`config.mk`:
```
export PLATFORM = sky130hd
export DESIGN_NAME = spi_reg_bank
export DESIGN_NICKNAME = d
export VERILOG_FILES = /design/src/rtl/spi_reg_bank.sv
export SDC_FILE = /design/constraint.sdc
export NUM_CORES = 1
export LEC_CHECK = 0
export ABC_AREA = 1
export BUFFER_PORTS_ARGS = -buffer_cell sky130_fd_sc_hd__buf_2
export CAP_MARGIN = 10
export CORE_UTILIZATION = 56
export CTS_BUF_LIST = sky130_fd_sc_hd__clkbuf_8
export DETAILED_ROUTE_END_ITERATION = 8
export HOLD_SLACK_MARGIN = 0.03
export PLACE_DENSITY = 0.88
export SLEW_MARGIN = 20
export SYNTH_ARGS = -nofsm -noshare
export SYNTH_HDL_FRONTEND = slang
export SYNTH_SLANG_ARGS = --single-unit
```
`constraint.sdc`:
```
create_clock -name clk -period 2.6 [get_ports clk]
set_input_delay 0.26 -clock clk [delete_from_list [all_inputs] [get_ports clk]]
set_output_delay 0.26 -clock clk [all_outputs]
set_load 0.1 [all_outputs]
```
`src/rtl/spi_reg_bank.sv`:
```
// SPI target exposing NUM_CFG read/write config registers and NUM_STATUS read-only status registers.
// Optional build macro SPI_REG_BANK_MISO_OE_EN adds spi_miso_oe and holds spi_miso while idle.
module spi_reg_bank #(
  parameter int               NUM_CFG    = 8,
  parameter int               NUM_STATUS = 8,
  parameter int               WIDTH      = 8,
  parameter logic [WIDTH-1:0] CFG_RESET  = '0
) (
  input  logic                          clk,
  input  logic                          rstb,
  input  logic                          ena,
  input  logic [1:0]                    spi_mode,
  input  logic                          spi_cs_n,
  input  logic                          spi_clk,
  input  logic                          spi_mosi,
  output logic                          spi_miso,
`ifdef SPI_REG_BANK_MISO_OE_EN
  output logic                          spi_miso_oe,
`endif
  output logic [NUM_CFG*WIDTH-1:0]      config_regs,
  input  logic [NUM_STATUS*WIDTH-1:0]   status_regs,
  output logic [NUM_CFG-1:0]            cfg_wr,
  output logic                          busy
);

  localparam int TOTAL = NUM_CFG + NUM_STATUS;
  localparam int SR_W  = (WIDTH > 8) ? WIDTH : 8;

  typedef enum logic [1:0] {IDLE, CMD, DATA} state_t;

  logic cs_meta, cs_sync;
  logic sclk_meta, sclk_sync, sclk_d;
  logic mosi_meta, mosi_sync;

  // NOTE: every flop below uses non-blocking assignment so all registers update from pre-edge values.
  always_ff @(posedge clk) begin
    if (!rstb) begin
      cs_meta   <= 1'b1;
      cs_sync   <= 1'b1;
      sclk_meta <= 1'b0;
      sclk_sync <= 1'b0;
      sclk_d    <= 1'b0;
      mosi_meta <= 1'b0;
      mosi_sync <= 1'b0;
    end else if (ena) begin
      cs_meta   <= spi_cs_n;
      cs_sync   <= cs_meta;
      sclk_meta <= spi_clk;
      sclk_sync <= sclk_meta;
      sclk_d    <= sclk_sync;
      mosi_meta <= spi_mosi;
      mosi_sync <= mosi_meta;
    end
  end

  state_t             state;
  logic [1:0]         mode_q;
  logic [6:0]         addr;
  logic               rw;
  logic [5:0]         bit_cnt;
  logic [SR_W-2:0]    rx_sr;
  logic [WIDTH-1:0]   tx_sr;
  logic [WIDTH-1:0]   wr_data;
  logic               cmd_done;
  logic               word_done;
  logic               miso_q;
  logic [NUM_CFG*WIDTH-1:0] cfg_q;

  logic            sclk_rise, sclk_fall, lead_edge, trail_edge;
  logic            sample_edge, shift_edge;
  logic [SR_W-1:0] rx_next;
  logic [6:0]      addr_next;
  logic [6:0]      rd_addr;
  logic [WIDTH-1:0] rd_data;

  // Leading edge leaves the CPOL idle level; CPHA picks which edge samples.
  assign sclk_rise   = sclk_sync & ~sclk_d;
  assign sclk_fall   = ~sclk_sync & sclk_d;
  assign lead_edge   = mode_q[1] ? sclk_fall : sclk_rise;
  assign trail_edge  = mode_q[1] ? sclk_rise : sclk_fall;
  assign sample_edge = mode_q[0] ? trail_edge : lead_edge;
  assign shift_edge  = mode_q[0] ? lead_edge : trail_edge;

  assign rx_next   = {rx_sr, mosi_sync};
  assign addr_next = (addr == 7'(TOTAL - 1)) ? 7'd0 : addr + 7'd1;
  assign rd_addr   = word_done ? addr_next : addr;

  // NOTE: rd_data gets a default before the loops so no latch is inferred for unmatched addresses.
  always_comb begin
    rd_data = '0;
    for (int i = 0; i < NUM_CFG; i++)
      if (rd_addr == 7'(i)) rd_data = cfg_q[i*WIDTH +: WIDTH];
    for (int i = 0; i < NUM_STATUS; i++)
      if (rd_addr == 7'(NUM_CFG + i)) rd_data = status_regs[i*WIDTH +: WIDTH];
  end

  // NOTE: the config bank is real state visible on config_regs, so it is reset like any control flop.
  always_ff @(posedge clk) begin
    if (!rstb) begin
      state     <= IDLE;
      mode_q    <= 2'b00;
      addr      <= '0;
      rw        <= 1'b0;
      bit_cnt   <= '0;
      rx_sr     <= '0;
      tx_sr     <= '0;
      wr_data   <= '0;
      cmd_done  <= 1'b0;
      word_done <= 1'b0;
      miso_q    <= 1'b0;
      cfg_wr    <= '0;
      cfg_q     <= {NUM_CFG{CFG_RESET}};
    end else if (ena) begin
      cfg_wr    <= '0;
      cmd_done  <= 1'b0;
      word_done <= 1'b0;
      if (cs_sync) begin
        // Mode tracks the pins while deselected and freezes once CS falls.
        state   <= IDLE;
        bit_cnt <= '0;
        mode_q  <= spi_mode;
`ifndef SPI_REG_BANK_MISO_OE_EN
        miso_q  <= 1'b0;
`endif
      end else begin
        case (state)
          IDLE: begin
            state   <= CMD;
            bit_cnt <= '0;
            tx_sr   <= '0;
          end
          CMD, DATA: begin
            if (shift_edge) begin
              miso_q <= tx_sr[WIDTH-1];
              tx_sr  <= tx_sr << 1;
            end
            if (sample_edge) begin
              rx_sr <= rx_next[SR_W-2:0];
              if (state == CMD && bit_cnt == 6'd7) begin
                rw       <= rx_next[7];
                addr     <= rx_next[6:0];
                bit_cnt  <= '0;
                cmd_done <= 1'b1;
                state    <= DATA;
              end else if (state == DATA && bit_cnt == 6'(WIDTH - 1)) begin
                wr_data   <= rx_next[WIDTH-1:0];
                bit_cnt   <= '0;
                word_done <= 1'b1;
              end else begin
                bit_cnt <= bit_cnt + 6'd1;
              end
            end
          end
          default: state <= IDLE;
        endcase
      end

      // Word completion is acted on one clk after the sample: commit, advance, reload.
      if (cmd_done) tx_sr <= rd_data;
      if (word_done) begin
        if (rw) begin
          for (int i = 0; i < NUM_CFG; i++) begin
            if (addr == 7'(i)) begin
              cfg_q[i*WIDTH +: WIDTH] <= wr_data;
              cfg_wr[i]               <= 1'b1;
            end
          end
        end
        addr  <= addr_next;
        tx_sr <= rd_data;
      end
    end
  end

  assign config_regs = cfg_q;
  assign busy        = ~cs_sync;

`ifdef SPI_REG_BANK_MISO_OE_EN
  assign spi_miso    = miso_q;
  assign spi_miso_oe = ~cs_sync;
`else
  assign spi_miso    = miso_q & ~cs_sync;
`endif

endmodule

```
# After elaboration in Yosys (flattened, before gate mapping)
# Index checks and enable logic that the tools add are counted.
[totals]
reg_bits = 123
inputBits = 72
output_inout_bits = 74
elab_cells = 160
[op_classes]
n_addsub = 2
eq_ne = 31
n_mux = 63
bitwise_logic = 7
reduce_logical = 30
[ops]
columns = ["op", "count"]
rows = [
  ["2-to-1 mux 8 bit", 22],
  ["equality test 7 x 4 -> 1 bit (second input constant)", 9],
  ["equality test 7 x 3 -> 1 bit (second input constant)", 8],
  ["2-to-1 mux 7 bit", 7],
  ["AND reduction 4 bit", 10],
  ["equality test 7 x 2 -> 1 bit (second input constant)", 4],
  ["2-to-1 mux 1 bit", 24],
  ["2-to-1 mux 6 bit", 4],
  ["one-hot mux 8 bit (2 select lines)", 1],
  ["equality test 7 x 1 -> 1 bit (second input constant)", 2],
  ["zero test 7 bit", 2],
  ["one-hot mux 6 bit (2 select lines)", 1],
  ["AND reduction 5 bit", 2],
  ["nonzero test 2 bit", 5],
  ["AND reduction 3 bit", 3],
  ["adder 7 x 1 -> 7 bit (second input constant)", 1],
  ["adder 6 x 1 -> 6 bit (second input constant)", 1],
  ["equality test 6 x 3 -> 1 bit (second input constant)", 1],
  ["2-to-1 mux 2 bit", 3],
  ["inequality test 3 bit (second input constant)", 2],
  ["AND reduction 6 bit", 1],
  ["inequality test 4 bit (second input constant)", 1],
  ["NOT 1 bit", 4],
  ["one-hot mux 2 bit (2 select lines)", 1],
  ["11 further kinds", 14],
]

# Depth between registers and ports, before layout
[logic_depth]
word_depth = 22
mapped_depth = 21
depth_no_buf = 20

# Worst setup path before layout
# Ideal clock, no wire load.
[synth_timing]
path_kind = "register to register"
startpoint = "register state[0]"
endpoint = "register addr[1]"
setup_time_ns = 0.119
arrival_time_ns = 2.250
required_time_ns = 2.481
path_slack_ns = 0.230
stages_incl_launch_ff = 15
n_path_buf = 1
synth_period_minus_slack_ns = 2.370
path_cell_list = "dfxtp_1 inv_1 ha_1 buf_2 inv_1 nor2_1 inv_1 nor3_1 inv_1 nor2_1 inv_1 nand2_1 inv_1 o21ai_0 a21oi_1"
[synth_between]
elab_chain_len = 4
word_cells_on_any_way = 7
classes_between = "eq/ne (2); reduce/logical (5)"
[synth_lines]
columns = ["element", "line", "rtl"]
rows = [
  ["start: declaration", "56", "state_t state;"],
  ["start signal: assignment", "100", "state <= IDLE;"],
  ["start signal: assignment", "119", "state <= IDLE;"],
  ["start signal: assignment", "128", "state <= CMD;"],
  ["equality test 2 x 1 -> 1 bit or equality test 2 bit (tied branches)", "126, 139", ""],
  ["OR reduction 2 bit or logical AND 1 bit (tied branches)", "126, 139", ""],
  ["nonzero test 2 bit (no source line)", "--", ""],
  ["AND reduction 5 bit (no source line) *", "--", ""],
  ["end signal: assignment", "141", "addr <= rx_next[6:0];"],
  ["end signal: assignment", "169", "addr <= addr_next;"],
  ["end: declaration", "58", "logic [6:0] addr;"],
]
# Mark *: on every way between the ends. The rest lies on a longest branch, timed or not.
# A chain may end at the register's enable or synchronous reset.

# Worst setup path after layout
[layout_timing]
startpoint = "register addr[0]"
endpoint = "register tx_sr[3]"
[layout_between]
elab_chain_len = 22
word_cells_on_any_way = 38
classes_between = "add/sub (1); eq/ne (16); mux (20); reduce/logical (1)"
[layout_lines]
columns = ["element", "line", "rtl"]
rows = [
  ["adder 7 x 1 -> 7 bit or equality test 7 x 4 -> 1 bit (tied branches)", "85", "assign addr_next = (addr == 7'(TOTAL - 1)) ? 7'd0 : addr + 7'd1;"],
  ["2-to-1 mux 7 bit", "85", ""],
  ["2-to-1 mux 7 bit *", "86", "assign rd_addr = word_done ? addr_next : addr;"],
  ["zero test 7 bit", "92", "if (rd_addr == 7'(i)) rd_data = cfg_q[i*WIDTH +: WIDTH];"],
  ["2-to-1 mux 8 bit (8 in a row)", "92", ""],
  ["2-to-1 mux 8 bit (7 in a row)", "94", "if (rd_addr == 7'(NUM_CFG + i)) rd_data = status_regs[i*WIDTH +: WIDTH];"],
  ["2-to-1 mux 8 bit *", "94", ""],
  ["2-to-1 mux 8 bit", "159", "if (cmd_done) tx_sr <= rd_data;"],
  ["2-to-1 mux 8 bit *", "160", "if (word_done) begin"],
  ["end signal: assignment", "135", "tx_sr <= tx_sr << 1;"],
  ["end signal: assignment", "159", ""],
  ["end signal: assignment", "170", "tx_sr <= rd_data;"],
  ["end: declaration", "62", "logic [WIDTH-1:0] tx_sr;"],
]
# Marked as above.

==> results by group <==
Worst setup path
  • Setup crit end kind: register
  • Critical Path Fanout Max: 7
  • Critical Path RT: between 2000 and 3000 ps
  • Critical Path Start Type: register
  • Worst R2R Setup Slack: -1 ps
  • Critical path class: reg -> reg
  • Worst path arrival time: slightly below 3000 ps
  • Worst-case reg-to-reg path depth: 17

Clock tree
  • Clock sinks: about 120
  • CTS tree: built
  • CTS root buffer: clkbuf_8
  • Later-pin clock latency in the skew report: approximately 450 ps
  • Worst-path clk slew: 80 ps
  • CTS H-tree depth: 4
  • CTS Buf Count: 17
  • CTS Buffer Depth: 2

Route
  • Vias post-DR: 6,936
  • Average vias per placed instance: between 5 and 6
  • Final ANT Viol Nets: 0
  • Total routed wirelength: 20,000 um
  • Initial DRT Pass Iterations: 6
  • Drt drc: 0
  • Number of DRC markers in iteration 0: around 930
  • Routed len/inst: ~16 um

STA
  • Final hold violations: 0
  • Max-slew headroom: 0.487
  • Unrepaired setup endpoints after global routing: yes
  • Max Fclk: just under 400 MHz
  • Final Skew: 12.9 ps
  • Setup-failing EPs final: 1
  • Worst Tran Pin Value: ~770 ps
  • Period utilization: 1.00
  • Slew Limit Fails: 0
  • Post-route setup slack: -1.02 ps
  • Worst hold slack: around 53 ps
  • Min cycle time layout: 2600 ps

Global route
  • First-pass GRT wire length: roughly 30,000 um
  • Vias in the first global route: between 6,000 and 7,000
  • Total track usage: 0.338
  • Gr ovfl total: 0
  • Initial antenna violation count: 0
  • Largest net degree at the start of global routing: 54

Power
  • Int Pwr: 2930 uW
  • Pwr dens: 493 nW/um^2
  • Clk pwr share: 0.468
  • Flop pwr share: 0.487
  • NetSw: 974 uW
  • Peak supply drop: between 0.4 and 0.5 mV
  • Leakage power: 0.00366 uW
  • Combinational power share: 0.044
  • Switching fraction of total power: 0.250

Logic synthesis
  • Register area share after synthesis: 0.401
  • YS warnings: 0
  • Avg Cell Area, Syn: about 7 sq um
  • Cell Area, Synth: between 6000 and 7000 sq um
  • Syn Inst Count: 900
  • Mapped Nets: ~980
  • EDFF count, synth: 0
  • Main synth FF type: dfxtp_1
  • Asr flop ratio synth: 0
  • Count of different cell masters after synthesis: 35
  • #FFs+latches synth: around 120

Cells and area
  • Layout cells sized above 1: 0.270
  • Ant diodes: 0
  • Area grow syn2layout: 29.1%
  • Most frequent cells in the layout: 179 x nand2_1, 145 x buf_2, 118 x dfxtp_1
  • Commonest non-fill, non-tap cell in the layout: nand2_1
  • Layout Nets: ~1,200
  • Final core utilization: 0.757
  • Finished Layout Cells: about 1,200

Run
  • Max-cap violations: 0

Place
  • IO buf count: 145
  • Post-place setup slack: -105 ps
  • GP Congestion: between 0.9 and 1
  • Final HPWL DP: between 10,000 and 15,000 um
  • Dpl cells: ~1,200

Floorplanning
  • Core ar.: ~10,000 sq um
  • Starting Density: 0.586
  • Ports: between 100 and 150
  • Die area: approximately 11,000 sq um
  • Die H: between 100 and 150 um
  • Width of the die: around 110 um
  • Row Count: 37

Status
  • Failing checks: negative setup slack
  • Status: complete, but fails checks

Min path
  • Hold/Removal Path Class: in -> reg
  • Worst hold stages: 3
-- cell type report --
| class | instances | area, sq um |
|---|---|---|
| sequential | 123 | 2470 |
| multi-input combinational | 634 | 3330 |
| inverter | 114 | 428 |
| clock buffer | 17 | 234 |
| tap | 136 | 170 |
| fill | 797 | 2540 |
| timing repair buffer | 184 | 1090 |
| clock inverter | 15 | 190 |
-- layer usage --
layer	wire, um	GRT usage	vias to the layer above	part of all wire
met2	9180	0.527	423	0.46
met3	1850	0.0614	74	0.093
li1	-	-	3310	-
met5	0	0	-	0
met1	8230	0.456	3129	0.41
met4	714	0.153	0	0.036
-- worst max-delay path, cell delays in order (launching register included) --
cell	delay, ps
dfxtp_4	380
ha_4	170
nand2_4	70
nor2_4	90
nand3_1	90
nand3_2	120
nand2_4	70
nor2_8	200
buf_6	180
buf_6	110
nand4_4	110
or2_0	270
nand2_1	80
nand4_1	80
nor2_1	170
nand4_1	110
nand2_1	70
a21oi_1	60
-- power by group through the flow --
stage	Clock, uW	Sequential, uW	Combinational, uW
6_report	1830	1900	173
5_1_grt	1920	1910	190
4_1_cts	1840	1910	170
3_5_place_dp	0	1950	166
3_3_place_gp	0	1950	166
2_1_floorplan	0	1950	85.8
-- cell families (layout without fill, tap and decap cells) --
| kind of cell | after synthesis | count (layout) | synth area share |
|---|---|---|---|
| adders and majority gates | 9 | 9 | 0.0184 |
| buffers and inverters | 143 | 330 | 0.0905 |
| and+or+nand+nor | 388 | 388 | 0.294 |
| AOI/OAI and AO/OA | 237 | 237 | 0.196 |
| DFF | 123 | 123 | 0.401 |
-- synthesized netlist by cell type (all sizes together) (2+ instances only) --
library cell,number,share of area
inv,113,0.069
dfxtp,123,0.40
nor3,8,0.0073
nor2,87,0.068
o21ai,118,0.097
buf,10,0.0092
a211oi,2,0.0024
nand2,197,0.12
a31oi,4,0.0041
ha,9,0.018
nor3b,2,0.0024
nand3,58,0.052
nand4,27,0.030
clkbuf,19,0.012
or2,7,0.0071
a21oi,112,0.091
-- metrics by stage --
| step | total power [uW] | area (sq um) | TNS [ps] |
|---|---|---|---|
| global placement | 2120 | 7120 | -31.4 |
| finish | 3910 | 7920 | -1.02 |
| CTS | 3920 | 7590 | 0 |
| global route | 4020 | 7920 | -784 |
| floorplan | 2030 | 6140 | 0 |
| detailed placement | 2120 | 7120 | -231 |
-- state kept, by name, indices dropped and copies added (netlist names) --
name and count:
config_regs 64, cfg_wr 8, tx_sr 8, wr_data 8
addr 7, rx_sr 7, bit_cnt 6, mode_q 2
state 2, cmd_done 1, cs_meta 1, cs_sync 1
miso_q 1, mosi_meta 1, mosi_sync 1, rw 1
sclk_d 1, sclk_meta 1, sclk_sync 1, word_done 1
-- timing repair --
action,CTS,global route
endpoints found under the setup margin,6,19
hold buffers,2,0
gates cloned,0,2
endpoints found under the hold margin,1,0
pin swaps,4,31
gates resized for setup,9,57
buffers inserted,0,8
-- final timing paths --
path / start / end
hold reg to reg: cfg_wr[6]$_SDFFE_PN0P_ / cfg_wr[6]$_SDFFE_PN0P_
setup / recovery: addr[0]$_SDFFE_PN0P_ / tx_sr[3]$_SDFFE_PN0P_
hold / removal: spi_clk / sclk_meta$_SDFFE_PN0P_
setup reg to reg: addr[0]$_SDFFE_PN0P_ / tx_sr[3]$_SDFFE_PN0P_
No activity file was read; power rests on OpenSTA's default activity.
